**src/rtl/switch_pkg.sv**
```systemverilog
// Shared switch definitions: VOQ count, VOQ index and per-VOQ vector types.
package switch_pkg;

  localparam int NUM_VOQ   = 4;
  localparam int VOQ_IDX_W = 2;

  typedef logic [VOQ_IDX_W-1:0] voq_idx_t;
  typedef logic [NUM_VOQ-1:0]   voq_vec_t;

endpackage

```
**src/rtl/voq_ptr_ctrl.sv**
```systemverilog
// Pointer and occupancy tracking for a single VOQ.
// push/pop arrive already qualified against full/empty by the caller.
module voq_ptr_ctrl #(
  parameter int DEPTH = 8,
  parameter int PTR_W = $clog2(DEPTH)
) (
  input  logic             clk,
  input  logic             reset,
  input  logic             push,
  input  logic             pop,
  output logic [PTR_W-1:0] wptr,
  output logic [PTR_W-1:0] rptr,
  output logic             empty,
  output logic             full
);

  localparam int CNT_W = PTR_W + 1;

  logic [PTR_W-1:0] wptr_d, wptr_q;
  logic [PTR_W-1:0] rptr_d, rptr_q;
  logic [CNT_W-1:0] cnt_d, cnt_q;
  logic             empty_d, empty_q;
  logic             full_d, full_q;

  // Next pointers/count; pointers wrap naturally at DEPTH (power of two).
  always_comb begin
    wptr_d = wptr_q;
    rptr_d = rptr_q;
    cnt_d  = cnt_q;
    if (push) wptr_d = wptr_q + PTR_W'(1);
    if (pop)  rptr_d = rptr_q + PTR_W'(1);
    case ({push, pop})
      2'b10:   cnt_d = cnt_q + CNT_W'(1);
      2'b01:   cnt_d = cnt_q - CNT_W'(1);
      default: cnt_d = cnt_q;
    endcase
    empty_d = (cnt_d == '0);
    full_d  = (cnt_d == CNT_W'(DEPTH));
  end

  // State registers; flags are registered so they track the post-edge count.
  always_ff @(posedge clk) begin
    if (reset) begin
      wptr_q  <= '0;
      rptr_q  <= '0;
      cnt_q   <= '0;
      empty_q <= 1'b1;
      full_q  <= 1'b0;
    end else begin
      wptr_q  <= wptr_d;
      rptr_q  <= rptr_d;
      cnt_q   <= cnt_d;
      empty_q <= empty_d;
      full_q  <= full_d;
    end
  end

  assign wptr  = wptr_q;
  assign rptr  = rptr_q;
  assign empty = empty_q;
  assign full  = full_q;

endmodule

```
**src/rtl/voq_buffer.sv**
```systemverilog
// Ingress virtual output queue store: four per-egress descriptor FIFOs
// sharing one storage array addressed {voq, pointer}.
module voq_buffer
  import switch_pkg::*;
#(
  parameter int DESC_WIDTH = 8,
  parameter int VOQ_DEPTH  = 8
) (
  input  logic                  clk,
  input  logic                  reset,
  input  logic                  enq_valid,
  input  voq_idx_t              enq_voq,
  input  logic [DESC_WIDTH-1:0] enq_desc,
  output logic                  enq_drop,
  input  logic                  deq_req,
  input  voq_idx_t              deq_voq,
  output logic                  deq_valid,
  output logic [DESC_WIDTH-1:0] deq_desc,
  output voq_vec_t              voq_empty,
  output voq_vec_t              voq_full
);

  localparam int PTR_W  = $clog2(VOQ_DEPTH);
  localparam int ADDR_W = VOQ_IDX_W + PTR_W;
  localparam int MEM_N  = NUM_VOQ * VOQ_DEPTH;

  logic [DESC_WIDTH-1:0] mem_q [MEM_N];
  logic [PTR_W-1:0]      wptr [NUM_VOQ];
  logic [PTR_W-1:0]      rptr [NUM_VOQ];

  voq_vec_t              push, pop;
  logic                  enq_ok, deq_ok;
  logic [ADDR_W-1:0]     wr_addr, rd_addr;

  logic                  deq_valid_d, deq_valid_q;
  logic [DESC_WIDTH-1:0] deq_desc_d, deq_desc_q;
  logic                  enq_drop_d, enq_drop_q;

  // Accept decisions use the registered flags, so an empty VOQ never
  // bypasses a same-cycle enqueue and a full VOQ drops even while draining.
  always_comb begin
    enq_ok  = enq_valid && !voq_full[enq_voq];
    deq_ok  = deq_req && !voq_empty[deq_voq];
    push    = '0;
    pop     = '0;
    if (enq_ok) push[enq_voq] = 1'b1;
    if (deq_ok) pop[deq_voq]  = 1'b1;
    wr_addr = {enq_voq, wptr[enq_voq]};
    rd_addr = {deq_voq, rptr[deq_voq]};
  end

  for (genvar i = 0; i < NUM_VOQ; i++) begin : g_voq
    voq_ptr_ctrl #(
      .DEPTH (VOQ_DEPTH)
    ) u_ptr (
      .clk   (clk),
      .reset (reset),
      .push  (push[i]),
      .pop   (pop[i]),
      .wptr  (wptr[i]),
      .rptr  (rptr[i]),
      .empty (voq_empty[i]),
      .full  (voq_full[i])
    );
  end

  // Descriptor storage; contents are don't-care after reset.
  always_ff @(posedge clk) begin
    if (enq_ok && !reset) mem_q[wr_addr] <= enq_desc;
  end

  // Output next-state: deq_desc holds its last value when nothing is popped.
  always_comb begin
    deq_valid_d = deq_ok;
    deq_desc_d  = deq_desc_q;
    if (deq_ok) deq_desc_d = mem_q[rd_addr];
    enq_drop_d  = enq_valid && voq_full[enq_voq];
  end

  // Output registers.
  always_ff @(posedge clk) begin
    if (reset) begin
      deq_valid_q <= 1'b0;
      deq_desc_q  <= '0;
      enq_drop_q  <= 1'b0;
    end else begin
      deq_valid_q <= deq_valid_d;
      deq_desc_q  <= deq_desc_d;
      enq_drop_q  <= enq_drop_d;
    end
  end

  assign deq_valid = deq_valid_q;
  assign deq_desc  = deq_desc_q;
  assign enq_drop  = enq_drop_q;

endmodule

```
**config.mk**
```make
export PLATFORM = sky130hd
export DESIGN_NAME = voq_buffer
export DESIGN_NICKNAME = d
export VERILOG_FILES = /design/src/rtl/switch_pkg.sv /design/src/rtl/voq_ptr_ctrl.sv /design/src/rtl/voq_buffer.sv
export SDC_FILE = /design/constraint.sdc
export NUM_CORES = 1
export LEC_CHECK = 0
export ABC_CLOCK_PERIOD_IN_PS = 3900
export BUFFER_PORTS_ARGS = -buffer_cell sky130_fd_sc_hd__buf_2
export CAP_MARGIN = 0
export CORE_ASPECT_RATIO = 0.8
export CORE_UTILIZATION = 55
export CTS_CLUSTER_DIAMETER = 40
export CTS_CLUSTER_SIZE = 12
export DETAILED_ROUTE_END_ITERATION = 8
export PLACE_DENSITY_LB_ADDON = 0.3
export REMOVE_ABC_BUFFERS = 1
export SLEW_MARGIN = 10
export SYNTH_ARGS = -nofsm -noshare
export SYNTH_HDL_FRONTEND = slang
export SYNTH_SLANG_ARGS = --single-unit
export TNS_END_PERCENT = 50
```
**constraint.sdc**
```tcl
create_clock -name clk -period 3.9 [get_ports clk]
set_clock_uncertainty 0.05 [all_clocks]
set_input_delay 0.585 -clock clk [delete_from_list [all_inputs] [get_ports clk]]
set_output_delay 0.585 -clock clk [all_outputs]
set_load 0.005 [all_outputs]
```
== Yosys cells after proc, flatten, opt, wreduce, memory -nomap -nowiden ==
Memory sizes are Yosys's and may differ from the RTL's. A register that Yosys moved wholly into a read port is not among the register bits.
Cells that the tools add are included.
Word-level totals
  memory bits (writable): 256
  word-level logic and storage cells: 94
  memories kept: 1
  register bits: 50
  input bits: 16
  output and inout port bits: 18
Operators by class
  reductions and logical operators: 13
  bitwise gates (word level): 2
  equal/unequal tests: 12
  add/sub/neg operators: 16
  muxes and demuxes: 22
  $lt $le $gt $ge: 6
Memory list
  mem_q: words 32, width 8, read ports 1, clocked after Yosys merged registers in 1, wr ports 1, RTL line voq_buffer.sv:27  | logic [DESC_WIDTH-1:0] mem_q [MEM_N];
Operators by type and width (count)
  4-bit one-hot mux with 2 select lines: 4
  3-bit by 1-bit adder with 3-bit output (second input constant): 8
  4-bit by 1-bit adder with 4-bit output (second input constant): 4
  4-bit equality test (second input constant): 4
  4-bit zero test: 4
  4-bit by 1-bit subtractor with 4-bit output (second input constant): 4
  3-bit binary-select mux with 2-bit select: 2
  3-bit 2-to-1 mux: 4
  2-bit by 1-bit equality test with 1-bit output (second input constant): 4
  2-bit equality test (second input constant): 4
  4-bit 2-to-1 mux: 2
  3-bit >= comparator (second input constant): 2
  1-bit logical AND: 6
  2-bit by 3-bit < comparator with 1-bit output (second input constant): 2
  1-bit 2-to-1 mux: 6
  2-bit NOT with 3-bit output: 2
  1-bit binary-select mux with 2-bit select: 2
  1-bit demux with 2-bit select: 2
  2-bit by 1-bit >= comparator with 1-bit output (second input constant): 2
  1-bit zero test: 3

== Logic depth before layout (Yosys ltp) ==
  word-level depth: 8
  gate-level depth with buffers: 15
  depth with buffers taken out: 12

== By module ==
From an unflattened synthesis, not the netlist that was laid out.
Second synthesis, totals
  cells, all modules: 886
  area total of the unflattened synthesis: 13047.5 um^2
By module, submodules not included
  voq_buffer: cells each 662, seq. area each 7887.6 um^2, instances 1, area each 10800.4 um^2
  voq_ptr_ctrl: cells each 56, seq. area each 240.2 um^2, instances 4, area each 561.8 um^2

== Least setup slack after synthesis ==
OpenSTA, ideal clock, no wires.
  path kind: in2reg
  start point: input port deq_voq[0]
  end point: register g_voq[3].u_ptr.empty_q
  setup time: 130 ps
  setup slack: 425 ps
  required time: 3720 ps
  buffers on the path: 3
  arrival time: 3295 ps
  stages on the path: 14
  cell sequence: buf_2 -> mux4_2 -> nor2b_1 -> buf_2 -> and3_1 -> clkbuf_1 -> ha_1 -> ha_1 -> a21o_1 -> a21oi_1 -> xnor2_1 -> or3_1 -> a21oi_1 -> a21oi_1
On the way
  cells in the longest elaborated chain, start to end: 8
  elaborated cells between the ends (all ways): 14
  classes of those cells: 2 x order compare; 2 x eq/ne; 6 x mux; 4 x reduce/logical
Ends and longest elaborated chain
  start, declared: RTL line voq_buffer.sv:16  | input voq_idx_t deq_voq,
  2-bit by 3-bit < comparator with 1-bit output (not written as such), or another cell as far along: RTL line voq_buffer.sv:47  | if (deq_ok) pop[deq_voq] = 1'b1;
  1-bit logical AND (not written as such) / 1-bit 2-to-1 mux (equally long branches): RTL line voq_buffer.sv:47, voq_buffer.sv:43
  1-bit 2-to-1 mux (not written as such) / 1-bit zero test (equally long branches): RTL line voq_buffer.sv:47, voq_buffer.sv:43
  1-bit demux with 2-bit select / 1-bit logical AND (equally long branches): RTL line voq_buffer.sv:47, voq_buffer.sv:43
  4-bit 2-to-1 mux *: RTL line voq_buffer.sv:47
  named net g_voq[3].u_ptr.pop: RTL line voq_ptr_ctrl.sv:10  | input logic pop,
  2-bit by 1-bit equality test with 1-bit output / 2-bit equality test (equally long branches): RTL line voq_ptr_ctrl.sv:32  | case ({push, pop})
  4-bit one-hot mux with 2 select lines *: RTL line voq_ptr_ctrl.sv:32
  4-bit zero test *: RTL line voq_ptr_ctrl.sv:37  | empty_d = (cnt_d == '0);
  end signal, assigned: RTL line voq_ptr_ctrl.sv:53  | empty_q <= empty_d;
  end, declared: RTL line voq_ptr_ctrl.sv:22  | logic empty_d, empty_q;
Mark *: on every way through the listed nets, which the timed path passes. The rest lies on a longest branch. The select of a mux whose other input is x is not followed.
A chain may end at the register's enable or synchronous reset.

== Worst setup path in the final report ==
  start point: register g_voq[3].u_ptr.empty_q
  end point: register g_voq[0].u_ptr.empty_q
On the way
  cells in the longest elaborated chain, start to end: 8
  elaborated cells between the ends (all ways): 9
  classes of those cells: 2 x eq/ne; 4 x mux; 3 x reduce/logical
Ends and longest elaborated chain
  1-bit binary-select mux with 2-bit select *: RTL line voq_buffer.sv:43  | deq_ok = deq_req && !voq_empty[deq_voq];
  1-bit 2-to-1 mux (not written as such) *: RTL line voq_buffer.sv:43
  1-bit zero test *: RTL line voq_buffer.sv:43
  1-bit logical AND *: RTL line voq_buffer.sv:43
  4-bit 2-to-1 mux *: RTL line voq_buffer.sv:47
  named net g_voq[0].u_ptr.pop: RTL line voq_ptr_ctrl.sv:10
  2-bit by 1-bit equality test with 1-bit output / 2-bit equality test (equally long branches): RTL line voq_ptr_ctrl.sv:32
  4-bit one-hot mux with 2 select lines *: RTL line voq_ptr_ctrl.sv:32
  4-bit zero test *: RTL line voq_ptr_ctrl.sv:37
  end signal, assigned: RTL line voq_ptr_ctrl.sv:53
  end, declared: RTL line voq_ptr_ctrl.sv:22
Marked as above.

==> metrics <==
most frequent cells in the layout edfxtp_1 (256), mux2i_1 (129), nor2_1 (93); Vias 7702; initial antenna violation count 0; Min-Delay Path Class in -> reg; Yosys warnings 0; power share of the clock group 0.470; wire length per cell 21.7 microns; post-synthesis sequential area ratio 0.674; antenna-violating nets left 0; switching share of power 0.205; Sw Pwr 1530 uW; complex-gate fraction of the synthesized area 0.0530; largest net degree at the start of global routing 45; status finished, final reports clean; ANT cells 0; drt first-iter violations 744; first-pass GRT wire length 43700 microns; post-synthesis cell count 908; Max clock buf depth 3; Hold Path Origin enq_valid; Layout Area Growth over Synthesis 14.6%; number of enable flip-flop cells after synthesis 256; post-synthesis simple-gate area fraction 0.0801; Worst Path Required 4.21 ns; Rows 50; Root Buffer clkbuf_16; met3 WL 1920 microns; Critical Path Fanout Max 5; Hold Buf Count CTS 0; GRT overflow 0; Die W 175 microns; Max-slew headroom 0.491; drt total wl 28500 microns; Worst-Margin Slew 0.760 ns; Crit. End Element register; WP data arrival 3.57 ns; xor and xnor area share after synthesis 0.0207; Max Clk Rate 307 MHz; top_reg_cell synth edfxtp_1; Post-CTS Setup Bufs 0; Placeable Area 0.0234 sq mm; Crit. Startpoint g_voq[3].u_ptr.empty; PortBufs 33; TritonCTS buffer count 38; Reg power frac 0.492; clock-pin slew on the worst setup and hold paths 0.06 ns; vias per cell 5.87; Avg Inst Size Synth 14.5 sq um; Max Transition Viols Final 0; Tcrit/Tclk final 0.834; CTS tree yes; synthesized area 0.0131 sq mm; layout cells sized above 1 0.166; IO Count 34; pwr/cell area 497 mW/mm^2; Crit Path Class reg -> reg; Adder-Cell Fraction of Synth Area 0.0221; Gate power share 0.038; vias in the first global route 7517; combinational family with the most area after synthesis multiplexers; Async S/R FF share, synth 0; DPL Wire Length 18400 microns; peak supply drop 385 uV; Nets 1010; post-synthesis mux area share 0.125; flops & latches, synth 314; Hold Slack 0.336 ns; Final min period 3.25 ns; initial core utilization 0.561; CTS Sinks 314; drt pass-1 iters 6; H-Tree Level Count 2; PostCTS Resize Cnt 0; final setup fails 0; gpl congestion 0.810; Max-Cap Viols 0; unrepaired setup endpoints after global routing false; uppermost routed layer met4; Reg-to-Reg Start g_voq[3].u_ptr.empty; Netlist cell types 48; overall power 7480 uW; residual DRC count 0; Final Hold Fails 0; static leakage 0.00558 uW; CP Launch Type register; Internal 5950 uW; met2 wire len 13300 microns; commonest non-fill, non-tap cell in the layout edfxtp_1; All-Layer GR Usage 0.239; Routed met1 length 12600 microns; Clock Latency Late Sink 0.52 ns; Die H 140 microns; Die ar. 0.0245 sq mm
-- worst paths after layout --
path / cells past startpoint / slack, ns / endpoint
min: 2 / 0.34 / enq_drop
max: 11 / 0.65 / g_voq[0].u_ptr.empty
min reg2reg: 2 / 0.46 / g_voq[3].u_ptr.wptr[2]
max reg2reg: 11 / 0.65 / g_voq[0].u_ptr.empty
-- layout make-up --
| cell class | count | area [sq um] |
|---|---|---|
| multi-input cells | 529 | 3980 |
| flip-flops and latches | 314 | 8850 |
| repair buffers | 76 | 500 |
| clock buffers | 51 | 1100 |
| clock inverters | 16 | 178 |
| inverters | 13 | 48.8 |
| well taps | 312 | 390 |
| fillers | 1683 | 8350 |
-- cell families after synthesis --
| group | count (synthesis) |
|---|---|
| buffers and inverters | 65 |
| adders and majority gates | 22 |
| muxes | 150 |
| and+or+nand+nor | 224 |
| DFF | 314 |
| AOI/OAI and AO/OA | 102 |
| xor gates and xnor gates | 31 |
-- per-stage QoR --
stage               area, sq um  setup TNS [ns]  setup slack [ns]  cells   util
CTS                       15100               0             0.647   1311  0.643
finish                    15100               0             0.646   1311  0.643
global route              15100               0             0.411   1311  0.643
floorplan                 12800           -1.02            -0.208    856      -
global placement          13800               0             0.422   1244  0.589
detailed placement        13800               0             0.251   1244  0.589
-- flip-flops by register name (all words and copies together) (netlist names) --
name,count
g_voq.u_ptr.rptr,12
enq_drop,1
mem_q,256
g_voq.u_ptr.empty,4
deq_desc,8
g_voq.u_ptr.full,4
g_voq.u_ptr.cnt_q,16
g_voq.u_ptr.wptr,12
deq_valid,1
-- synth_stat cells, drive strengths merged, types with 3 or more instances --
master	number	share of area
nor2	93	0.027
a32oi	14	0.0093
edfxtp	256	0.59
o21ai	14	0.0053
mux2i	134	0.10
nor2b	7	0.0033
and2	8	0.0038
mux2	6	0.0051
nand2b	7	0.0033
nor3b	6	0.0038
nand4	3	0.0014
nor3	6	0.0023
a21oi	16	0.0061
o221ai	8	0.0053
or3	6	0.0029
and3b	3	0.0020
nand4b	4	0.0027
xor2	19	0.013
nand3b	5	0.0029
a31oi	8	0.0038
xnor2	12	0.0080
inv	13	0.0037
a211oi	10	0.0057
o22ai	19	0.0090
mux4	10	0.017
dfxtp	58	0.088
a41oi	7	0.0047
buf	29	0.015
nand3	4	0.0015
clkbuf	23	0.0066
ha	20	0.019
nand2	60	0.017
or2	7	0.0033
-- layer usage --
metal	vias up	GRT usage
li1	3541	-
met1	3821	0.351
met2	288	0.372
met3	52	0.0361
met4	0	0.0686
met5	-	0
-- critical path, cell delays in order (launching register included) --
cell	delay [ns]
dfxtp_1	0.34
mux4_2	0.49
nor2b_1	0.26
nor3b_2	0.40
ha_1	0.27
ha_1	0.25
a21o_1	0.18
a21oi_1	0.17
xnor2_1	0.10
or3_1	0.33
a21oi_1	0.22
a21oi_1	0.06
-- power by group through the flow --
stage	logic, uW	registers [uW]	clock network (uW)
floorplan	140	3740	0
global placement	273	3750	0
detailed placement	282	3750	0
CTS	284	3680	3560
global route	310	3680	3690
finish	283	3680	3520
(Power assumes the default switching activity.)
